==> src/rtl/aes_req_arbiter.sv <==
// Shares one AES-128 core between two block requesters: round-robin grant,
// one block in flight, single-cycle start, watchdog on the core's done pulse.
//
// state | meaning
// IDLE  | no block in flight; grant the winner, latch its plaintext and id
// ISSUE | one-cycle aes_start, watchdog timer cleared
// WAIT  | waiting for aes_done or watchdog expiry
// RESP  | response held on rsp_* until rsp_ready
module aes_req_arbiter #(
  parameter int TIMEOUT = 64,
  parameter int CNT_W   = 8
) (
  input  logic         clock,
  input  logic         reset,
  input  logic         req0_valid,
  input  logic [127:0] req0_data,
  output logic         req0_ready,
  input  logic         req1_valid,
  input  logic [127:0] req1_data,
  output logic         req1_ready,
  output logic         aes_start,
  output logic [127:0] aes_din,
  input  logic         aes_done,
  input  logic [127:0] aes_dout,
  output logic         rsp_valid,
  input  logic         rsp_ready,
  output logic [127:0] rsp_data,
  output logic         rsp_id,
  output logic         rsp_err,
  output logic         busy
);

  typedef enum logic [1:0] {
    IDLE  = 2'd0,
    ISSUE = 2'd1,
    WAIT  = 2'd2,
    RESP  = 2'd3
  } state_t;

  localparam logic [CNT_W-1:0] TIMER_LAST = CNT_W'(TIMEOUT - 1);

  state_t           state;
  state_t           state_nxt;
  logic             last_grant;
  logic             grant;
  logic             accept;
  logic             timer_hit;
  logic [CNT_W-1:0] timer;
  logic [127:0]     din_q;
  logic [127:0]     rsp_data_q;
  logic             id_q;
  logic             err_q;

  // Both pending: the requester not served last goes next.
  always_comb begin
    grant = 1'b0;
    if (req0_valid && req1_valid) begin
      grant = ~last_grant;
    end else if (req1_valid) begin
      grant = 1'b1;
    end
  end

  assign req0_ready = (state == IDLE) && req0_valid && !grant;
  assign req1_ready = (state == IDLE) && req1_valid && grant;
  assign accept     = req0_ready || req1_ready;
  assign timer_hit  = (timer == TIMER_LAST);

  always_ff @(posedge clock) begin
    if (reset) begin
      state <= IDLE;
    end else begin
      state <= state_nxt;
    end
  end

  always_comb begin
    state_nxt = state;
    aes_start = 1'b0;
    rsp_valid = 1'b0;
    busy      = (state != IDLE);
    case (state)
      IDLE: begin
        if (accept) begin
          state_nxt = ISSUE;
        end
      end
      ISSUE: begin
        aes_start = 1'b1;
        state_nxt = WAIT;
      end
      WAIT: begin
        if (aes_done || timer_hit) begin
          state_nxt = RESP;
        end
      end
      RESP: begin
        rsp_valid = 1'b1;
        if (rsp_ready) begin
          state_nxt = IDLE;
        end
      end
      default: state_nxt = IDLE;
    endcase
  end

  always_ff @(posedge clock) begin
    if (reset) begin
      last_grant <= 1'b1;
      timer      <= '0;
      din_q      <= '0;
      id_q       <= 1'b0;
      rsp_data_q <= '0;
      err_q      <= 1'b0;
    end else begin
      if (accept) begin
        din_q <= req1_ready ? req1_data : req0_data;
        id_q  <= req1_ready;
      end

      if (state == ISSUE) begin
        timer <= '0;
      end else if ((state == WAIT) && !aes_done && !timer_hit) begin
        timer <= timer + CNT_W'(1);
      end

      // A done pulse in the expiry cycle still delivers the ciphertext.
      if (state == WAIT) begin
        if (aes_done) begin
          rsp_data_q <= aes_dout;
          err_q      <= 1'b0;
        end else if (timer_hit) begin
          rsp_data_q <= '0;
          err_q      <= 1'b1;
        end
      end

      if ((state == RESP) && rsp_ready) begin
        last_grant <= id_q;
      end
    end
  end

  assign aes_din  = din_q;
  assign rsp_data = rsp_data_q;
  assign rsp_id   = id_q;
  assign rsp_err  = err_q;

  a_one_ready : assert property (@(posedge clock) disable iff (reset)
    !(req0_ready && req1_ready));

  a_din_stable : assert property (@(posedge clock) disable iff (reset)
    (state == WAIT) |-> $stable(aes_din));

endmodule

==> config.mk <==
export PLATFORM = sky130hd
export DESIGN_NAME = aes_req_arbiter
export DESIGN_NICKNAME = d
export VERILOG_FILES = /design/src/rtl/aes_req_arbiter.sv
export SDC_FILE = /design/constraint.sdc
export NUM_CORES = 1
export LEC_CHECK = 0
export ABC_AREA = 1
export BUFFER_PORTS_ARGS = -buffer_cell sky130_fd_sc_hd__buf_2
export CAP_MARGIN = 25
export CORE_AREA = 3 3 255 257
export DETAILED_ROUTE_END_ITERATION = 7
export DIE_AREA = 0 0 258 260
export GPL_TIMING_DRIVEN = 1
export SYNTH_ARGS = -nofsm -noshare
export SYNTH_HDL_FRONTEND = slang
export SYNTH_SLANG_ARGS = --single-unit
==> constraint.sdc <==
create_clock -name clock -period 1.9 [get_ports clock]
set_input_delay 0.19 -clock clock [delete_from_list [all_inputs] [get_ports clock]]
set_output_delay 0.19 -clock clock [all_outputs]
set_load 0.02 [all_outputs]
### Word level (Yosys, flattened, before mapping)

Index checks and enable logic that the tools add are counted.

* register bits after elaboration: 269
* bits of input ports: 390

* $add $sub $neg: 1
* equality and inequality tests: 7
* mux-type cells: 13
* bitwise gates (word level): 1
* reductions and logical operators: 19

Operator list (number)
* $mux 128: 3
* $add 8x1->8 const B: 1
* $eq 8x6->1 const B: 1
* $logic_and 1x1->1: 8
* $pmux 2 s4: 1
* $mux 1: 6
* $mux 2: 3
* $ne 2x2->1 const B: 3
* $eq 2x2->1 const B: 2
* $reduce_bool 2->1: 2
* $logic_not 1->1: 3
* $reduce_and 3->1: 1
* $eq 2x1->1 const B: 1
* $logic_not 2->1: 1
* $logic_or 1x1->1: 2
* $reduce_and 2->1: 1
* $reduce_or 2->1: 1
* $not 1->1: 1

### Depth between registers and ports, before layout

Gate-level depths: netlist of the first run.

* depth after elaboration: 7
* mapped depth: 11
* gate-level depth less buffers: 9

### Worst setup path after synthesis of the first run

OpenSTA, ideal clock, no wires.

* path kind: register to register
* from: register state[0]
* to: register din_q[66], in the netlist aes_din[66]
* library setup time: 0.117 ns
* data arrival time: 1.353 ns
* required time: 1.783 ns
* path slack: 0.430 ns
* cell stages (with the launch flop): 9
* clock period less this slack: 1.470 ns
* path through: dfxtp_1 inv_1 ha_1 nand2_4 nand2_2 buf_4 buf_2 o21ai_0 nor2_1

* word-level cells in the longest chain between the ends: 4
* elaborated cells on any way between the ends: 7
* those cells by class: 1 x mux; 6 x reduce/logical

Ends and longest elaborated chain
* start, declared: RTL line 42 `state_t state;`
* start signal, assigned: RTL line 73 `state <= state_nxt;`
* $logic_not 2->1 (*): RTL line 64, 65
* $logic_and 1x1->1, on equally long branches (2 in series): RTL line 65, 64
* $mux 128 or $logic_or 1x1->1 (tied branches): RTL line 117, 66
* end signal, assigned: RTL line 117 `din_q <= req1_ready ? req1_data : req0_data;`
* end, declared: RTL line 49 `logic [127:0] din_q;`

Mark *: on every way between the ends. The rest lies on a longest branch, timed or not.
A chain may end at the register's enable or synchronous reset.

### Worst setup path in the final report of the first run

* from: register state[0]
* to: output req1_ready

* word-level cells in the longest chain between the ends: 3

Ends and longest elaborated chain
* $logic_not 2->1: RTL line 65 `assign req1_ready = (state == IDLE) && req1_valid && grant;`
* $logic_and 1x1->1 (2 in series): RTL line 65
* end, declared: RTL line 20 `output logic req1_ready,`

No other way between the ends.

==> run metrics, run 1 <==
worst r2r src state[0]$_SDFFE_PP0P_; largest cells by area after synthesis dfxtp_1, nand2_1, nor2_1; vias 14700; Post-Route Skew 19.5 ps; number of remaining DRC errors 0; CP arrival ~1600 ps; R2R Setup Slk 80 ps; Final nets 3047; Synth Warn # 0; row cnt between 90 and 100; final core utilization between 30% and 40%; CTS tree built; Finished Layout Cells around 3500; first-pass iteration count of the detailed router 5; die area 0.0671 mm^2; power density over cell area 1130 mW/mm^2; Sink Count 269; vias in the first global route approximately 15000; worst-path cell chain inv_2 -> ha_4 -> nand2_8 -> clkinv_8 -> buf_12 -> buf_6; CP peak stage delay 350 ps; Clock Latency Late Sink just under 600 ps; CP Class reg -> out; worst hold-check path type in -> reg; initial antenna violation count 9; aggregate global-route resource usage roughly 15%; fraction of layout instances using a drive strength above 1 29.2%; Die Wd 258 um; syn avg cell area 6.76 um^2; WL/cell 15.6 um; chip height 260 um; total core area around 0.063 mm^2; placed cell count 3073; largest family of logic cells by synthesized area simple AND/OR/NAND/NOR gates; CP max FO 11; Final Hold Fails 0; Static Leak just under 10 nW; I/O Pins 653; min Tclk post-route ~1800 ps; WL final 55000 um; synthesized cell area between 0.01 and 0.015 mm^2; max frequency roughly 550 MHz; initial drt markers a little under 1000; sequential fraction of the synthesis area 48.6%; maximum vdd drop 621 uV; #FFs+latches synth about 270; Crit path max-delay family buffers and inverters; Worst Setup Start Kind flip-flop; Mapped Cells 1640; Placer Congestion 0.880; Critical-path top delay cell dfxtp_4; CP startpoint state[0]$_SDFFE_PP0P_; Max-slew headroom 71.5%; Vias/cell 4.16; Clock Pin Slew Worst Setup and Hold Paths approximately 60 ps; WP data required 1710 ps; Yosys top cell by area dfxtp_1; Initial Util 17.6%; TNS Setup 0 ps; Least-Margin Pin Slew about 430 ps; I/O Buffers about 650; multiplexer area fraction after synthesis 0%; simple-gate share of the synthesized area 32.8%; Post-Syn Nets 2035; first-pass GRT wire length 81300 um; hold path start req1_data[8]; Final period util 96.5%; buffers and inverters on the worst path 4; residual overflow from global routing 0; adder-cell share of the synthesized area 0.565%; max-slew violation count 0; pin count of the biggest net entering global routing 91; post-route ant nets 0; final number of setup-violating endpoints 0; CTS H-Tree Depth 1; clock buffer depth 3; CTS Buf Count 31; DP Wirelength 36500 um; post-synthesis compound-gate area fraction 12.1%; Netlist cell types 20; xor/xnor share of the synthesized area 0.316%; maxcap violations 0; status completed; share of the synthesized area in the top cell type about half; Power, Total between 20 and 25 mW; area grow syn2layout 85.1%; root buf cell clkbuf_16; critical path capture point type output port; RSZ-0062 raised after global routing false
## final timing paths
kind / end / depth (start not counted)
setup / recovery: req1_ready / 6
hold / removal: aes_din[8]$_SDFFE_PP0P_ / 5
setup reg to reg: aes_din[19]$_SDFFE_PP0P_ / 10
hold reg to reg: rsp_err$_SDFFE_PP0P_ / 2
## tightest hold or removal path, delay by kind of cell
family | cells | cell delay (ps)
and+or+nand+nor | 4 | 290
buffers and inverters | 1 | 80
## logic make-up (layout without fill, tap and decap cells)
kind of cell / after synthesis / count (layout)
xor+xnor: 4 / 4
other cells: 0 / 4
buf+inv: 136 / 1169
compound gates: 267 / 267
fa+ha+maj: 5 / 5
simple gates: 959 / 959
flops: 269 / 269
## layout make-up
type / count / area (um^2)
diodes: 4 / 10.0
fillers: 6401 / 42400
well taps: 846 / 1060
inverters: 23 / 105
multi-input cells: 1235 / 5110
clock buffers: 46 / 932
clock inverters: 8 / 68.8
flip-flops and latches: 269 / 5390
repair buffers: 1092 / 7840
## synth_stat cells, drive strengths merged
| cell | n |
|---|---|
| a21oi | 137 |
| nand2 | 679 |
| dfxtp | 269 |
| inv | 23 |
| buf | 77 |
| nor3 | 1 |
| nor2 | 270 |
| o21ai | 130 |
| nand3 | 9 |
| clkbuf | 36 |
| xor2 | 4 |
| ha | 5 |
## placed cells by master, fill, tap and decap left out, drive strengths merged
cell / Yosys / final
a21oi: 137 / 137
bufinv: 0 / 1
buf: 77 / 711
nand3: 9 / 9
diode: 0 / 4
dlygate4sd3: 0 / 378
nor3: 1 / 1
ha: 5 / 5
xor2: 4 / 4
dfxtp: 269 / 269
o21ai: 130 / 130
nand2: 679 / 679
bufbuf: 0 / 2
clkbuf: 36 / 47
nor2: 270 / 270
clkinv: 0 / 9
inv: 23 / 21
## sequential cells by signal, indices dropped and copies added (netlist names)
name,count
aes_din,128
rsp_data,128
timer,8
state,2
last_grant,1
rsp_err,1
rsp_id,1
## per-layer routing
| metal | global-route usage, % | routed length, um |
|---|---|---|
| met4 | 6.95 | 2420 |
| met2 | 26.2 | 25900 |
| met5 | 0 | 36 |
| met1 | 17.5 | 21800 |
| met3 | 4.06 | 4840 |
## power by group
part | total (mW) | internal [mW] | switching [mW]
Combinational | 9.69 | 3.70 | 5.99
Clock | 5.91 | 3.48 | 2.43
Sequential | 7.54 | 6.88 | 0.657
Total | 23.1 | 14.1 | 9.08
## through the flow
step	hold WS, ps	instance area [um^2]	setup slack, ps
2_1_floorplan	338	11100	430
3_3_place_gp	436	15500	151
3_5_place_dp	439	15500	78.6
4_1_cts	5.92	20400	10.8
5_1_grt	40.1	20500	3.83
6_report	23.2	20500	67.3
## what timing repair did
item,4_1_cts,5_1_grt
setup buffers,1,10
hold buffers,378,0
resized for setup,11,8
endpoints found under the hold margin,259,0
cloned,2,1
pin swaps,2,3
endpoints found under the setup margin,2,10
(Power assumes the default switching activity.)
==> inputs of run 2 (changes only) <==
- GPL_TIMING_DRIVEN: 1 -> unset
- clock period: 1.9 -> 2.3 ns (I/O delays scaled with it)
==> run metrics, run 2 (synthesis results as in run 1) <==
max frequency 458 MHz; commonest non-fill, non-tap cell in the layout nand2_1; Comb pwr share 41.2% (-0.7 points); clock network power share 26.8% (+1.3 points); most frequent cells in the layout nand2_1, buf_2, dlygate4sd3_1; critical path capture point type output port; die area 0.0671 mm^2 (unchanged); vias in the first global route 14200 (-2.4%); Post-Route Skew 12.1 ps (-7.38 ps); CTS H-Tree Depth 1 (unchanged); Clock Pin Slew Worst Setup and Hold Paths 60 ps (about the same); Max-slew headroom 47.0% (-25 points); CP Class reg -> out; CTS tree built; Die Wd 258 um (unchanged); CP max FO 41 (+30); Final nets 2999 (-1.6%); WL final 54100 um (-1.7%); initial antenna violation count 11 (+2); Final period util 95.0%; TNS Setup 0 ps (unchanged); Vias/cell 4.16 (about the same); min Tclk post-route 2190 ps; aggregate global-route resource usage 14.9% (-0.29 points); WL/cell 15.6 um (-0.40%); Sequential Power Share 32.0% (-0.6 points); final core utilization 31.8% (-0.81 points); Sink Count 269 (unchanged); first-pass iteration count of the detailed router 5 (unchanged); chip height 260 um (unchanged); Least-Margin Pin Slew 795 ps (+368 ps); fraction of layout instances using a drive strength above 1 28.8% (-0.43 points); post-route ant nets 0 (unchanged); row cnt 92 (unchanged); CP arrival 1960 ps (+320 ps); DP Wirelength 35600 um (-2.6%); Static Leak 9.71 nW (-2.2%); I/O Buffers 652 (unchanged); WP data required 2070 ps (+360 ps); net switching power 7.50 mW (-17%); FILL cells 6548 (+2.3%); RSZ-0062 raised after global routing false; Worst Setup Start Kind flip-flop; pin count of the biggest net entering global routing 110 (+21%); number of remaining DRC errors 0 (unchanged); total core area 0.0630 mm^2 (unchanged); vias 14400 (-1.4%); power density over cell area 968 mW/mm^2 (-14%); Setup WS pre-CTS 111 ps (+32.3 ps); I/O Pins 653 (unchanged); first-pass GRT wire length 79600 um (-2.1%); Initial Util 17.6% (unchanged); Final Hold Fails 0 (unchanged); internal power 11.9 mW (-16%); max-slew violation count 0 (unchanged); initial drt markers 872 (-12%); CTS Buf Count 31 (unchanged); root buf cell clkbuf_16; Final WS setup 115 ps (+47.3 ps); maxcap violations 0 (unchanged); switch share 38.7% (-0.51 points); Clock Latency Late Sink 570 ps (about the same); final number of setup-violating endpoints 0 (unchanged); status completed; Placer Congestion 0.848 (-3.6%); area grow syn2layout 80.5%; residual overflow from global routing 0 (unchanged); clock buffer depth 3 (unchanged); worst hold-check path type in -> reg; maximum vdd drop 535 uV (-14%); Hold WS 30.4 ps (+7.26 ps)
## run 2: timing repair
action | in CTS | in global routing
cloned | 2 | 1
hold buffers | 352 | 0
setup buffers | 0 | 2
setup endpoints to repair | 1 | 91
endpoints found under the hold margin | 254 | 0
pin swaps | 0 | 1
gates resized for setup | 7 | 3
## run 2: final timing paths
path | cells after the start | startpoint | endpoint | slack, ps
hold reg to reg | 2 | rsp_err$_SDFFE_PP0P_ | rsp_err$_SDFFE_PP0P_ | 450
hold / removal | 5 | req1_data[7] | aes_din[7]$_SDFFE_PP0P_ | 30
setup / recovery | 6 | state[0]$_SDFFE_PP0P_ | req1_ready | 110
setup reg to reg | 10 | state[0]$_SDFFE_PP0P_ | aes_din[122]$_SDFFE_PP0P_ | 130
## run 2: worst max-delay path, cell delays in order (launching register included)
cell,delay (ps)
dfxtp_1,330
inv_1,130
ha_4,210
nand2_8,110
inv_16,150
buf_16,220
buf_2,200
## run 2: per-layer routing
metal	track usage [%]	part of all wire, %	up-vias
li1	-	-	7066
met1	17.4	40	6575
met2	26.3	48	669
met3	3.27	7.8	135
met4	6.19	4.0	2
met5	0	0.017	-
## run 2: metrics by stage
stage | std cells | instance area, um^2 | power [mW]
after floorplan | 1640 | 11100 | 10.6
after global placement | 3060 | 15300 | 13.2
after detailed placement | 3060 | 15300 | 13.2
after CTS | 3469 | 19900 | 19.4
after global routing | 3474 | 20000 | 20.5
final | 3477 | 20000 | 19.4
## run 2: final cells by class
type                    instances  area [um^2]  share of cell area [%]
flip-flops and latches        269         5390                    26.9
inverters                      23          109                   0.544
multi-input cells            1235         5100                    25.5
repair buffers               1042         7250                    36.2
well taps                     846         1060                    5.29
repair inverters                2         17.5                  0.0875
clock buffers                  43          911                    4.55
clock inverters                12          166                   0.832
diodes                          5         12.5                  0.0625
## run 2: power groups by stage
stage	registers (mW)	clock network, mW	logic [mW]
floorplan	7.43	0	3.12
global placement	6.26	0	6.93
detailed placement	6.27	0	6.95
CTS	6.19	5.35	7.86
global route	6.32	5.53	8.69
finish	6.20	5.20	7.97
